`src/rtl/mult_arbiter.sv`:
```
// rtl/mult_arbiter.sv - two-requester arbiter around one sequential 32x32 shift-add multiplier
// Optional MULT_ARB_RR_EN: round-robin tie breaking; undefined gives fixed priority to requester 0.
module mult_arbiter #(
    parameter int WIDTH   = 32,
    parameter int TIMEOUT = 80,
    parameter int CNT_W   = 7
) (
    input  logic               clk,
    input  logic               reset,
    input  logic               req0,
    input  logic [WIDTH-1:0]   a0,
    input  logic [WIDTH-1:0]   b0,
    output logic               gnt0,
    input  logic               req1,
    input  logic [WIDTH-1:0]   a1,
    input  logic [WIDTH-1:0]   b1,
    output logic               gnt1,
    output logic               rsp_valid,
    input  logic               rsp_ready,
    output logic               rsp_id,
    output logic [2*WIDTH-1:0] rsp_prod,
    output logic               rsp_err,
    output logic [WIDTH-1:0]   mul_a,
    output logic [WIDTH-1:0]   mul_b,
    output logic               mul_load,
    output logic               mul_start,
    input  logic               mul_done,
    input  logic [2*WIDTH-1:0] mul_prod,
    output logic               busy
);

    typedef enum logic [1:0] {
        IDLE = 2'd0,
        LOAD = 2'd1,
        RUN  = 2'd2,
        RESP = 2'd3
    } state_t;

    state_t             state_q, state_d;
    logic [WIDTH-1:0]   mul_a_q, mul_a_d;
    logic [WIDTH-1:0]   mul_b_q, mul_b_d;
    logic [2*WIDTH-1:0] rsp_prod_q, rsp_prod_d;
    logic               rsp_err_q, rsp_err_d;
    logic               rsp_id_q, rsp_id_d;
    logic [CNT_W-1:0]   wdog_q, wdog_d;
`ifdef MULT_ARB_RR_EN
    logic               last_gnt_q, last_gnt_d;
`endif

    logic any_req;
    logic win_id;
    logic grant_en;

    // Grant is combinational in IDLE so the requester sees it in the same cycle its req is sampled.
    always_comb begin
        any_req = req0 | req1;
`ifdef MULT_ARB_RR_EN
        win_id  = (req0 && req1) ? ~last_gnt_q : ~req0;
`else
        win_id  = ~req0;
`endif
        grant_en = (state_q == IDLE) && any_req && !reset;
    end

    always_comb begin
        state_d    = state_q;
        mul_a_d    = mul_a_q;
        mul_b_d    = mul_b_q;
        rsp_prod_d = rsp_prod_q;
        rsp_err_d  = rsp_err_q;
        rsp_id_d   = rsp_id_q;
        wdog_d     = wdog_q;
`ifdef MULT_ARB_RR_EN
        last_gnt_d = last_gnt_q;
`endif
        unique case (state_q)
            IDLE: begin
                if (grant_en) begin
                    mul_a_d  = win_id ? a1 : a0;
                    mul_b_d  = win_id ? b1 : b0;
                    rsp_id_d = win_id;
`ifdef MULT_ARB_RR_EN
                    last_gnt_d = win_id;
`endif
                    state_d  = LOAD;
                end
            end
            LOAD: begin
                wdog_d  = '0;
                state_d = RUN;
            end
            RUN: begin
                wdog_d = wdog_q + CNT_W'(1);
                // Completion wins over the watchdog when both land in the same cycle.
                if (mul_done) begin
                    rsp_prod_d = mul_prod;
                    rsp_err_d  = 1'b0;
                    state_d    = RESP;
                end else if (wdog_q == CNT_W'(TIMEOUT - 1)) begin
                    rsp_prod_d = '0;
                    rsp_err_d  = 1'b1;
                    state_d    = RESP;
                end
            end
            RESP: begin
                if (rsp_ready) begin
                    state_d = IDLE;
                end
            end
            default: state_d = IDLE;
        endcase
    end

    always_ff @(posedge clk or posedge reset) begin
        if (reset) begin
            state_q    <= IDLE;
            mul_a_q    <= '0;
            mul_b_q    <= '0;
            rsp_prod_q <= '0;
            rsp_err_q  <= 1'b0;
            rsp_id_q   <= 1'b0;
            wdog_q     <= '0;
`ifdef MULT_ARB_RR_EN
            last_gnt_q <= 1'b1;
`endif
        end else begin
            state_q    <= state_d;
            mul_a_q    <= mul_a_d;
            mul_b_q    <= mul_b_d;
            rsp_prod_q <= rsp_prod_d;
            rsp_err_q  <= rsp_err_d;
            rsp_id_q   <= rsp_id_d;
            wdog_q     <= wdog_d;
`ifdef MULT_ARB_RR_EN
            last_gnt_q <= last_gnt_d;
`endif
        end
    end

    assign gnt0      = grant_en & ~win_id;
    assign gnt1      = grant_en & win_id;
    assign mul_a     = mul_a_q;
    assign mul_b     = mul_b_q;
    assign mul_load  = (state_q == LOAD);
    assign mul_start = (state_q == RUN);
    assign rsp_valid = (state_q == RESP);
    assign rsp_id    = rsp_id_q;
    assign rsp_prod  = rsp_prod_q;
    assign rsp_err   = rsp_err_q;
    assign busy      = (state_q != IDLE);

endmodule

```
`config.mk`:
```
export PLATFORM = sky130hd
export DESIGN_NAME = mult_arbiter
export DESIGN_NICKNAME = d
export VERILOG_FILES = /design/src/rtl/mult_arbiter.sv
export SDC_FILE = /design/constraint.sdc
export NUM_CORES = 1
export LEC_CHECK = 0
export ABC_CLOCK_PERIOD_IN_PS = 10300
export CORE_AREA = 2 2 131 133
export CTS_BUF_LIST = sky130_fd_sc_hd__clkbuf_16
export DETAILED_ROUTE_END_ITERATION = 6
export DIE_AREA = 0 0 133 135
export GPL_TIMING_DRIVEN = 0
export PLACE_DENSITY = 0.81
export RECOVER_POWER = 50
export SYNTH_ARGS = -nofsm -noshare
export SYNTH_HDL_FRONTEND = slang
export SYNTH_SLANG_ARGS = --single-unit
```
`constraint.sdc`:
```
create_clock -name clk -period 10.3 [get_ports clk]
set_input_delay 1.545 -clock clk [delete_from_list [all_inputs] [get_ports clk]]
set_output_delay 1.545 -clock clk [all_outputs]
set_load 0.005 [all_outputs]
```
==> metrics.md, run 1 <==
| Metric | Value |
|---|---|
| Number of remaining DRC errors | 0 |
| Number of synthesized flops with an enable pin | 0 |
| Time the worst path needs with I/O delays and setup | between 5 and 6 ns |
| Placement Rows | 47 |
| Setup repair after global routing missed its margin | false |
| Sinks on Clock Net | 139 |
| Sequential Area | 3478 um^2 |
| Count of vias placed by the detailed router | 6982 |
| Root buffer selected by CTS | clkbuf_16 |
| First-pass GRT wire length | 38.67 mm |
| Synth top area share | 51.63% |
| Cts bufs inserted | 17 |
| Pre-CTS worst setup slack | 4.368 ns |
| Hold Crit Start | mul_b[8]$_DFFE_PP0P_ |
| Pleak | about 0.0043 uW |
| Gr usage total | 27.71% |
| Share of cells above drive strength 1 | 5.852% |
| Inserted Diodes | 0 |
| Number of buffer and inverter instances along the worst setup path | 5 |
| Final GP Congestion | 0.8592 |
| Async set-reset flop share out of synthesis | 100.0% |
| First drt pass iteration count | 5 |
| Routed length per placed instance | between 20 and 25 um |
| Internal power consumption | 1878 uW |
| Fraction of power spent switching nets | between 30% and 40% |
| Critical path data arrival time | 4.43 ns |
| Clock Power Share | 21.9% |
| Quantity of hold-fixing buffers added after cts | 0 |
| Dominant synthesized flop cell | dfrtp_1 |
| CTS tree | built |
| CTS clock-pin slew for the worst setup and hold paths | 0.06 ns |
| Antenna Violating Nets Remaining | 0 |
| Clock latency at the later pin of the worst-skew pair | 0.42 ns |
| Die ar. | between 15000 and 20000 um^2 |
| Synth top cells by count | 139 x dfrtp_1, 128 x a221o_1, 67 x nand2b_1, 65 x a21oi_1, 64 x nor4b_1 |
| Post-CTS setup buffer count | 0 |
| Vias in the first global route | 6801 |
| CP max stage cell | dlygate4sd3_1 |
| Worst hold margin | just over 0.5 ns |
| Detailed Place HPWL | 18.40 mm |
| Worst vdd ir | around 0.13 mV |
| Starting density of the core | roughly two fifths |
| Post-Place Cell Area | 10380 um^2 |
| Count of mapped cells out of synthesis | 591 |
| Clock Tree Buf Depth | 2 |
| Worst Setup Start Kind | input port |
| Final Hold Vio Count | 0 |
| Final Net Count | 1147 |
| Critical Path Sink Type | output port |
| Sequential Power Share | 34.4% |
| Area of the mapped netlist | 6736 um^2 |
| Sequential share of the synthesized area | 51.63% |
| Setup violation total in the final timing report | 0 |
| Category of the critical setup timing path | input port to output port |
| Source of the worst register-to-register timing path | state_q[0]$_DFFE_PP0P_ |
| Number of gates resized after CTS | 0 |
| Area Growth Syn to Fin | 62.52% |
| Delay of the slowest cell on the worst path | 0.63 ns |
| Highest Clock Rate | 0.1673 GHz |
| Combinational fraction of design power | 43.8% |
| WL final | around 25 mm |
| Run status | complete, no violations |
| Relative slew slack | 59.87% |
| Worst path setup slack after routing | 4.322 ns |
| Final max-slew violation count | 0 |
| Switching power | 910.1 uW |
| Least-Margin Pin Slew | about 0.6 ns |
| Sum Neg Setup Slack | 0 ns |
| Number of primary I/O pins | 334 |
| Height of the chip | 135 um |
| Post-synthesis cell type with the largest combined area | dfrtp_1 |
| Largest net degree at the start of global routing | 83 |
| Cell-by-cell trace of the critical path | dlygate4sd3_1 > inv_6 > buf_16 > and3_1 > clkbuf_1 > clkdlybuf4s50_1 |
| Distinct cell type count of the synthesized netlist | 35 |
| First-iteration detailed-routing DRC count | 589 |
| Synthesized area per cell | 11.40 um^2 |
| Dominant cells by area after synthesis | dfrtp_1 52%, a221o_1 19%, nor4b_1 8.3% |
| Fill count | ~1300 |
| H-tree depth | 4 |
| Worst hold path class | register to register |
| Period Utilization, post-route | between 50% and 60% |
| Quantity of I/O buffers inserted on ports | 333 |
| Initial antenna violation count | 0 |
| Net Count, Synth | between 700 and 800 |
| Vias per inst | 5.932 |
| Core area | 16410 um^2 |
| Area of all placed cells without fillers | approximately 11000 um^2 |
| Pwr/cell area | 254.7 nW/um^2 |
| Number of flip-flops and latches in the synthesized netlist | roughly 140 |
| Worst-path maximum fanout | 82 |
| Die Wd | 133 um |
| Area taken by multi-input logic gates | 2923 um^2 |
| Crit. Startpoint | reset |
| Number of warning messages in the yosys log | 0 |
| CP delay by family, top | buffers and inverters |
| Residual overflow from global routing | 0 |
| Max-cap check violation count | 0 |
| Most used standard cell by instance count after synthesis | dfrtp_1 |
| Required @ worst endpoint | 8.76 ns |
| Final worst clock skew | 0.01128 ns |
routing by layer:
layer	up-vias	GRT usage, %	part of all wire, %
li1	3069	-	-
met1	3519	38.47	42
met2	326	41.28	47
met3	68	6.569	6.1
met4	0	12.54	4.1
met5	-	0	0
power groups by stage:
stage | logic [uW] | registers [uW] | clock network, uW
2_1_floorplan | 507 | 953 | 0
3_3_place_gp | 1210 | 955 | 0
3_5_place_dp | 1240 | 952 | 0
4_1_cts | 1240 | 957 | 616
5_1_grt | 1310 | 987 | 642
6_report | 1220 | 959 | 609
worst register-to-register path: stages (launching register included):
cell      delay [ns]
dfrtp_1         0.41
inv_1           0.12
ha_1            0.38
and2_0          0.21
clkbuf_1        0.42
clkbuf_1        0.51
a221o_1         0.25
area by class of cell:
type                    count  share of cell area [%]
plain buffers              72                   2.777
clock buffers              17                   3.886
clock inverters            15                   1.371
inverters                   7                  0.2857
multi-input cells         373                   26.70
flip-flops and latches    139                   31.77
well taps                 220                   2.514
repair buffers            334                   30.70
cells by family (layout without fill, tap and decap cells):
logic type / Yosys count / after routing / synth area share [%]
AND/OR/NAND/NOR: 156 / 156 / 16.55
multiplexers: 1 / 1 / 0.1486
buffers and inverters: 79 / 445 / 4.978
AO/OA/AOI/OAI: 210 / 210 / 25.63
XOR/XNOR: 1 / 1 / 0.1300
flip-flops: 139 / 139 / 51.63
adder cells (fa/ha/maj): 5 / 5 / 0.9287
path summary, 6_finish.rpt:
path,endpoint,slack [ns],depth (start not counted)
setup / recovery,gnt0,4.32,6
hold / removal,mul_b[8]$_DFFE_PP0P_,0.51,1
setup reg to reg,rsp_prod[16]$_DFFE_PP0P_,7.94,6
hold reg to reg,mul_b[8]$_DFFE_PP0P_,0.51,1
max in group asynchronous,mul_b[15]$_DFFE_PP0P_,7.76,3
min in group asynchronous,wdog_q[2]$_DFFE_PP0P_,1.75,2
layout by cell type, fill, tap and decap left out, types with 2 or more instances in the layout:
master,synthesis,final
a211oi_1,2,2
clkbuf_1,43,47
or3_1,2,2
clkinvlp_4,0,2
and3_1,3,3
o211ai_1,2,2
a221o_1,128,128
nand2b_1,67,67
dlygate4sd3_1,0,27
o21ai_0,6,6
buf_2,22,18
nand3_1,3,3
clkinv_2,0,3
dfrtp_1,139,139
nand4_1,2,2
inv_1,6,6
ha_1,5,5
nand2_1,5,5
clkinv_4,0,4
clkdlybuf4s50_1,0,306
nor4b_1,64,64
buf_4,3,3
inv_6,0,3
clkinv_1,0,2
buf_1,4,4
clkbuf_16,0,17
nor2_1,5,5
a21oi_1,65,65
bufinv_16,0,2
registers in the layout (all words and copies together), names as in the netlist:
name,cells
rsp_prod,64
mul_a,32
mul_b,32
wdog_q,7
state_q,2
rsp_err,1
rsp_id,1
per-stage QoR:
step                instances  util [%]  power, uW
global placement         1144     63.05       2169
detailed placement       1145     63.25       2192
finish                   1177     66.73       2788
CTS                      1177     66.76       2817
global route             1177     66.73       2937
floorplan                 591         -       1460
Power figures use the tool's default switching activity.
==> run 2, diff against run 1 <==
ABC_CLOCK_PERIOD_IN_PS = 6150   (was 10300)
CORE_AREA = default   (was 2 2 131 133)
CORE_MARGIN = 2   (was default)
CORE_UTILIZATION = 41   (was default)
DIE_AREA = default   (was 0 0 133 135)
clock period = 6.15 ns   (was 10.3 ns; I/O delays follow)
==> run 2 against run 1 <==
Effect of this change:
- the flow now finishes with violations (max-capacitance violations, max-slew violations)
- flip-flop and latch count stayed put
- first-iteration DRC count up 2.7%
- via count shrank 1.1%
- combinational power grew 67%
- die area fell by 2.7%
- sequential power is 68% higher
- critical path depth shrank 1
- routed wire length increased by 0.11%
- critical endpoint unchanged
- highest routed layer unchanged
==> metrics.md, run 2 (synthesis results as in run 1) <==
| Metric | Value |
|---|---|
| Final Net Count | 1147 |
| First-pass GRT wire length | 38.72 mm |
| Final GP Congestion | roughly 0.9 |
| Worst reg2reg path endpoint | rsp_prod[22]$_DFFE_PP0P_ |
| Sequential Area | 3478 um^2 |
| Vias in the first global route | 6769 |
| Required @ worst endpoint | 5.23 ns |
| Top library cells by usage in the layout, fill and taps aside | 306 x clkdlybuf4s50_1, 139 x dfrtp_1, 128 x a221o_1, 67 x nand2b_1, 65 x a21oi_1 |
| Pleak | 0.004305 uW |
| WL final | approximately 25 mm |
| Largest net degree at the start of global routing | 96 |
| Setup repair after global routing missed its margin | false |
| Critical Path Sink Type | output port |
| Final worst clock skew | 0.009776 ns |
| Crit. Startpoint | reset |
| Die ar. | between 15000 and 20000 um^2 |
| Post-Place Cell Area | approximately 10000 um^2 |
| Worst vdd ir | between 0.3 and 0.4 mV |
| Gr usage total | between 20% and 30% |
| CTS clock-pin slew for the worst setup and hold paths | 0.06 ns |
| Inserted Diodes | 0 |
| Die Wd | 132.2 um |
| Area of all placed cells without fillers | ~11000 um^2 |
| Critical path data arrival time | 3.21 ns |
| Quantity of hold-fixing buffers added after cts | 0 |
| Setup violation total in the final timing report | 0 |
| First drt pass iteration count | 5 |
| Number of gates resized after CTS | 0 |
| Starting density of the core | 42.10% |
| Highest Clock Rate | approximately 0.24 GHz |
| Vias per inst | 5.889 |
| Count of vias placed by the detailed router | 6908 |
| Least-Margin Pin Slew | roughly 2.5 ns |
| Residual overflow from global routing | 0 |
| Number of primary I/O pins | 334 |
| Relative slew slack | -63.38% |
| Detailed Place HPWL | 18.29 mm |
| Category of the critical setup timing path | input port to output port |
| Max reg flops | 64 |
| Cts bufs inserted | 17 |
| Height of the chip | around 130 um |
| Area Growth Syn to Fin | 62.82% |
| Root buffer selected by CTS | clkbuf_16 |
| Core area | between 15000 and 20000 um^2 |
| H-tree depth | 4 |
| Clock latency at the later pin of the worst-skew pair | 0.42 ns |
| Cells on worst reg2reg path | 6 |
| Initial antenna violation count | 0 |
| Final total power | 4749 uW |
| Worst setup path endpoint | gnt0 |
| Placement Rows | 46 |
| Post-CTS setup buffer count | 0 |
| Quantity of I/O buffers inserted on ports | 333 |
| Run status | finished with violations |
| First-iteration detailed-routing DRC count | around 610 |
| Final max-slew violation count | 96 |
| CTS tree | built |
| Final Hold Vio Count | 0 |
| Worst path setup slack after routing | 2.013 ns |
| Source of the worst register-to-register timing path | state_q[0]$_DFFE_PP0P_ |
| Area taken by multi-input logic gates | 2923 um^2 |
| Period Utilization, post-route | 67.27% |
| Most common library cell in the layout ignoring fill and taps | clkdlybuf4s50_1 |
| Pre-CTS worst setup slack | 2.058 ns |
| Share of cells above drive strength 1 | 5.956% |
| Setup slack on the worst flop-to-flop path | around 3.8 ns |
| Worst Setup Start Kind | input port |
| Worst hold margin | about 0.5 ns |
| Worst hold path class | register to register |
| Violated checks | max-capacitance violations, max-slew violations |
| Number of remaining DRC errors | 0 |
| Fill count | 1251 |
| Clock Tree Buf Depth | 2 |
| Worst-path maximum fanout | 46 |
| Sinks on Clock Net | 139 |
| Final standard cell utilization of the core | 68.55% |
| Max-cap check violation count | 1 |
| Pwr/cell area | 433.0 nW/um^2 |
| Antenna Violating Nets Remaining | 0 |
| Routed length per placed instance | about 22 um |
| Time the worst path needs with I/O delays and setup | ~4.1 ns |
run 2: changes by cell type in the layout (fill, tap and decap cells not counted), sizes merged:
cell,previous run,this run
clkbuf,64,65
clkinv,9,2
inv,9,11
buf,26,25
bufinv,2,4
clkinvlp,2,5
run 2: critical path, stage by stage:
cell	delay (ns)
dlygate4sd3_1	0.61
inv_6	0.34
and3_1	0.26
clkbuf_1	0.43
clkdlybuf4s50_1	0.63
run 2: area by class of cell:
type | count | area share, %
sequential | 139 | 31.71
multi-input combinational | 373 | 26.65
tap | 216 | 2.464
clock buffer | 17 | 3.879
inverter | 7 | 0.2852
clock inverter | 15 | 1.802
timing repair buffer | 334 | 30.44
buffer | 72 | 2.772
run 2: metal layers:
metal  up-vias  part of all wire (%)  routed length [um]  track usage, %
met4         0                   3.7                 943           12.90
met3        56                   6.3                1601           5.921
met1      3496                    42               10600           37.30
met2       300                    48               12320           44.73
li1       3056                     -                   -               -
met5         -                     0                   0               0
run 2: power by group:
part	total (uW)	internal [uW]	switching, uW
sequential	1610	1320	297
clock	1100	679	417
combinational	2040	1230	808
total	4750	3230	1520
run 2: metrics by stage:
| step | TNS (ns) | std cells |
|---|---|---|
| 2_1_floorplan | 0 | 591 |
| 3_3_place_gp | -147.00 | 1140 |
| 3_5_place_dp | 0 | 1141 |
| 4_1_cts | 0 | 1173 |
| 5_1_grt | 0 | 1173 |
| 6_report | 0 | 1173 |
run 2: how the worst min path moves through the flow:
stage,end,startpoint,depth (start not counted)
after floorplan,wdog_q[0]$_DFFE_PP0P_,wdog_q[0]$_DFFE_PP0P_,1
after global placement,rsp_err$_DFFE_PP0P_,rsp_err$_DFFE_PP0P_,2
after detailed placement,mul_b[20]$_DFFE_PP0P_,mul_b[20]$_DFFE_PP0P_,1
after CTS,mul_a[23]$_DFFE_PP0P_,mul_a[23]$_DFFE_PP0P_,1
after global routing,mul_b[29]$_DFFE_PP0P_,mul_b[29]$_DFFE_PP0P_,1
final,mul_a[23]$_DFFE_PP0P_,mul_a[23]$_DFFE_PP0P_,1
==> run 3, diff against run 2 <==
ABC_CLOCK_PERIOD_IN_PS = 3900   (was 6150)
clock period = 3.9 ns   (was 6.15 ns; I/O delays follow)
==> run 3 against run 2 <==
Effect of this change:
- the flow still finishes with violations (max-capacitance violations, max-slew violations)
- die area is the same
- largest power group unchanged
- power grew 56%
- flip-flop and latch count is the same
- utilization grew 0.30 points
- cell count grew 0.17%
- clock skew shrank 0.0014 ns
- critical endpoint unchanged
==> metrics.md, run 3 (synthesis results as in run 1) <==
| Metric | Value |
|---|---|
| Detailed Place HPWL | around 19 mm |
| WL final | ~26 mm |
| Violated checks | max-capacitance violations, max-slew violations |
| Cells on worst reg2reg path | 7 |
| Placement Rows | 46 |
| Number of cells traversed by the worst hold path | 2 |
| CP max stage cell | clkinvlp_4 |
| Most frequent CP cell | clkdlybuf4s50_1 |
| Period Utilization, post-route | between 80% and 90% |
| Initial antenna violation count | 0 |
| Final max-slew violation count | 74 |
| Largest net degree at the start of global routing | about 40 |
| Hold Crit Start | rsp_err$_DFFE_PP0P_ |
| Pre-CTS worst setup slack | 0.2993 ns |
| Highest Clock Rate | 0.2883 GHz |
| Quantity of I/O buffers inserted on ports | 333 |
| Worst-path maximum fanout | 31 |
| CTS clock-pin slew for the worst setup and hold paths | 0.06 ns |
| Final worst clock skew | 0.008361 ns |
| Critical path data arrival time | 2.88 ns |
| Sinks on Clock Net | 139 |
| Starting density of the core | 42.10% |
| CTS tree | built |
| Final Hold Vio Count | 0 |
| Quantity of hold-fixing buffers added after cts | 0 |
| First drt pass iteration count | 5 |
| Required @ worst endpoint | 3.31 ns |
| Most common library cell in the layout ignoring fill and taps | clkdlybuf4s50_1 |
| Worst hold path class | register to register |
| Antenna Violating Nets Remaining | 0 |
| H-tree depth | 4 |
| Share of cells above drive strength 1 | 6.986% |
| First-iteration detailed-routing DRC count | between 500 and 600 |
| Worst Setup Start Kind | input port |
| Final Net Count | 1149 |
| CP delay by family, top | buffers and inverters |
| Worst vdd ir | 0.3460 mV |
| Source of the worst register-to-register timing path | state_q[0]$_DFFE_PP0P_ |
| Final GP Congestion | 0.8663 |
| Residual overflow from global routing | 0 |
| Pleak | between 0.004 and 0.005 uW |
| Delay of the slowest cell on the worst path | 0.57 ns |
| Category of the critical setup timing path | input port to output port |
| Top library cells by usage in the layout, fill and taps aside | 268 x clkdlybuf4s50_1, 139 x dfrtp_1, 128 x a221o_1, 67 x nand2b_1 |
| Number of primary I/O pins | 334 |
| Routed length per placed instance | 21.84 um |
| Gr usage total | 29.05% |
| Count of vias placed by the detailed router | 6786 |
| Relative slew slack | -46.31% |
| Endpoint with the worst hold slack | rsp_err$_DFFE_PP0P_ |
| Die Wd | roughly 130 um |
| Time the worst path needs with I/O delays and setup | 3.468 ns |
| Vias in the first global route | approximately 7000 |
| Inserted Diodes | 0 |
| Worst path setup slack after routing | around 0.43 ns |
| Worst reg2reg path endpoint | mul_b[14]$_DFFE_PP0P_ |
| Setup slack on the worst flop-to-flop path | 1.78 ns |
| Post-CTS setup buffer count | 0 |
| Final standard cell utilization of the core | about 70% |
| Fill count | around 1200 |
| Root buffer selected by CTS | clkbuf_16 |
| Pwr/cell area | 674.4 nW/um^2 |
| Vias per inst | between 5 and 6 |
| Number of gates resized after CTS | 0 |
| Setup violation total in the final timing report | 0 |
| Area Growth Syn to Fin | 63.54% |
| Die ar. | 17470 um^2 |
| Max reg flops | 64 |
| Height of the chip | roughly 130 um |
| Setup repair after global routing missed its margin | false |
| Run status | finished with violations |
| Cts bufs inserted | 17 |
| Max-cap check violation count | 2 |
| Clock Tree Buf Depth | 2 |
| Critical Path Sink Type | output port |
| Number of buffer and inverter instances along the worst setup path | 4 |
| Cell-by-cell trace of the critical path | clkdlybuf4s50_1 > clkinvlp_4 > and3_1 > clkbuf_2 > clkdlybuf4s50_1 |
| Clock latency at the later pin of the worst-skew pair | 0.43 ns |
| First-pass GRT wire length | 39.74 mm |
| Core area | 16000 um^2 |
| Least-Margin Pin Slew | 2.195 ns |
| Number of remaining DRC errors | 0 |
## run 3: cell count changes in the layout (fill, tap and decap cells not counted), moves of 2 or more
cell             previous run  this run
buf_1                       4         1
clkbuf_4                    0         2
clkbuf_1                   47        42
inv_6                       4         2
dlygate4sd3_1              27        65
clkdlybuf4s50_1           306       268
clkinv_4                    0         3
buf_2                      18        23
## run 3: power breakdown
group | switching (uW) | leakage [uW] | internal (uW)
sequential | 437 | 0.00160 | 2070
clock | 660 | 0.000299 | 1070
combinational | 1300 | 0.00247 | 1890
total | 2400 | 0.00437 | 5030
## run 3: how the worst max path moves through the flow
stage / end / startpoint / cells after the start / slack [ns]
6_report: gnt0 / reset / 5 / 0.43
5_1_grt: mul_b[18]$_DFFE_PP0P_ / reset / 3 / 0.15
4_1_cts: gnt0 / reset / 5 / 0.31
3_5_place_dp: gnt0 / reset / 5 / 0.30
3_3_place_gp: gnt0 / reset / 5 / -2.22
2_1_floorplan: gnt0 / reset / 3 / -0.04
## run 3: routing by layer
metal  global-route usage (%)  vias up  share of wire [%]  routed length [um]
met2                    48.58      338                 49               12500
li1                         -     3073                  -                   -
met1                    35.48     3328                 39               10110
met3                    9.458       47                9.3                2375
met5                        0        -                  0                   0
met4                    9.916        0                2.6                 672
## run 3: worst register-to-register path: stages (launching register included)
cell,delay [ns]
dfrtp_1,0.41
inv_1,0.10
ha_1,0.25
nand2b_1,0.12
buf_2,0.25
clkbuf_1,0.44
nor4b_1,0.11
a221o_1,0.31
## run 3: area by class of cell
class	instances	area [um^2]	area share, %
inverters	7	30.03	0.2726
well taps	216	270.3	2.453
flip-flops and latches	139	3478	31.57
clock inverters	15	198.9	1.806
plain buffers	72	330.3	2.998
repair buffers	336	3361	30.51
multi-input cells	373	2923	26.53
clock buffers	17	425.4	3.861
## run 3: stage by stage
step / power (uW) / TNS (ns) / hold WS (ns) / instance area, um^2 / instances
2_1_floorplan: 3865 / -1.637 / 0.4785 / 6761 / 591
3_3_place_gp: 5758 / -112.14 / 0.4795 / 10360 / 1140
3_5_place_dp: 5821 / 0 / 0.4866 / 10430 / 1143
4_1_cts: 7584 / 0 / 0.4987 / 11050 / 1175
5_1_grt: 7813 / 0 / 0.5151 / 11020 / 1175
6_report: 7429 / 0 / 0.5040 / 11020 / 1175
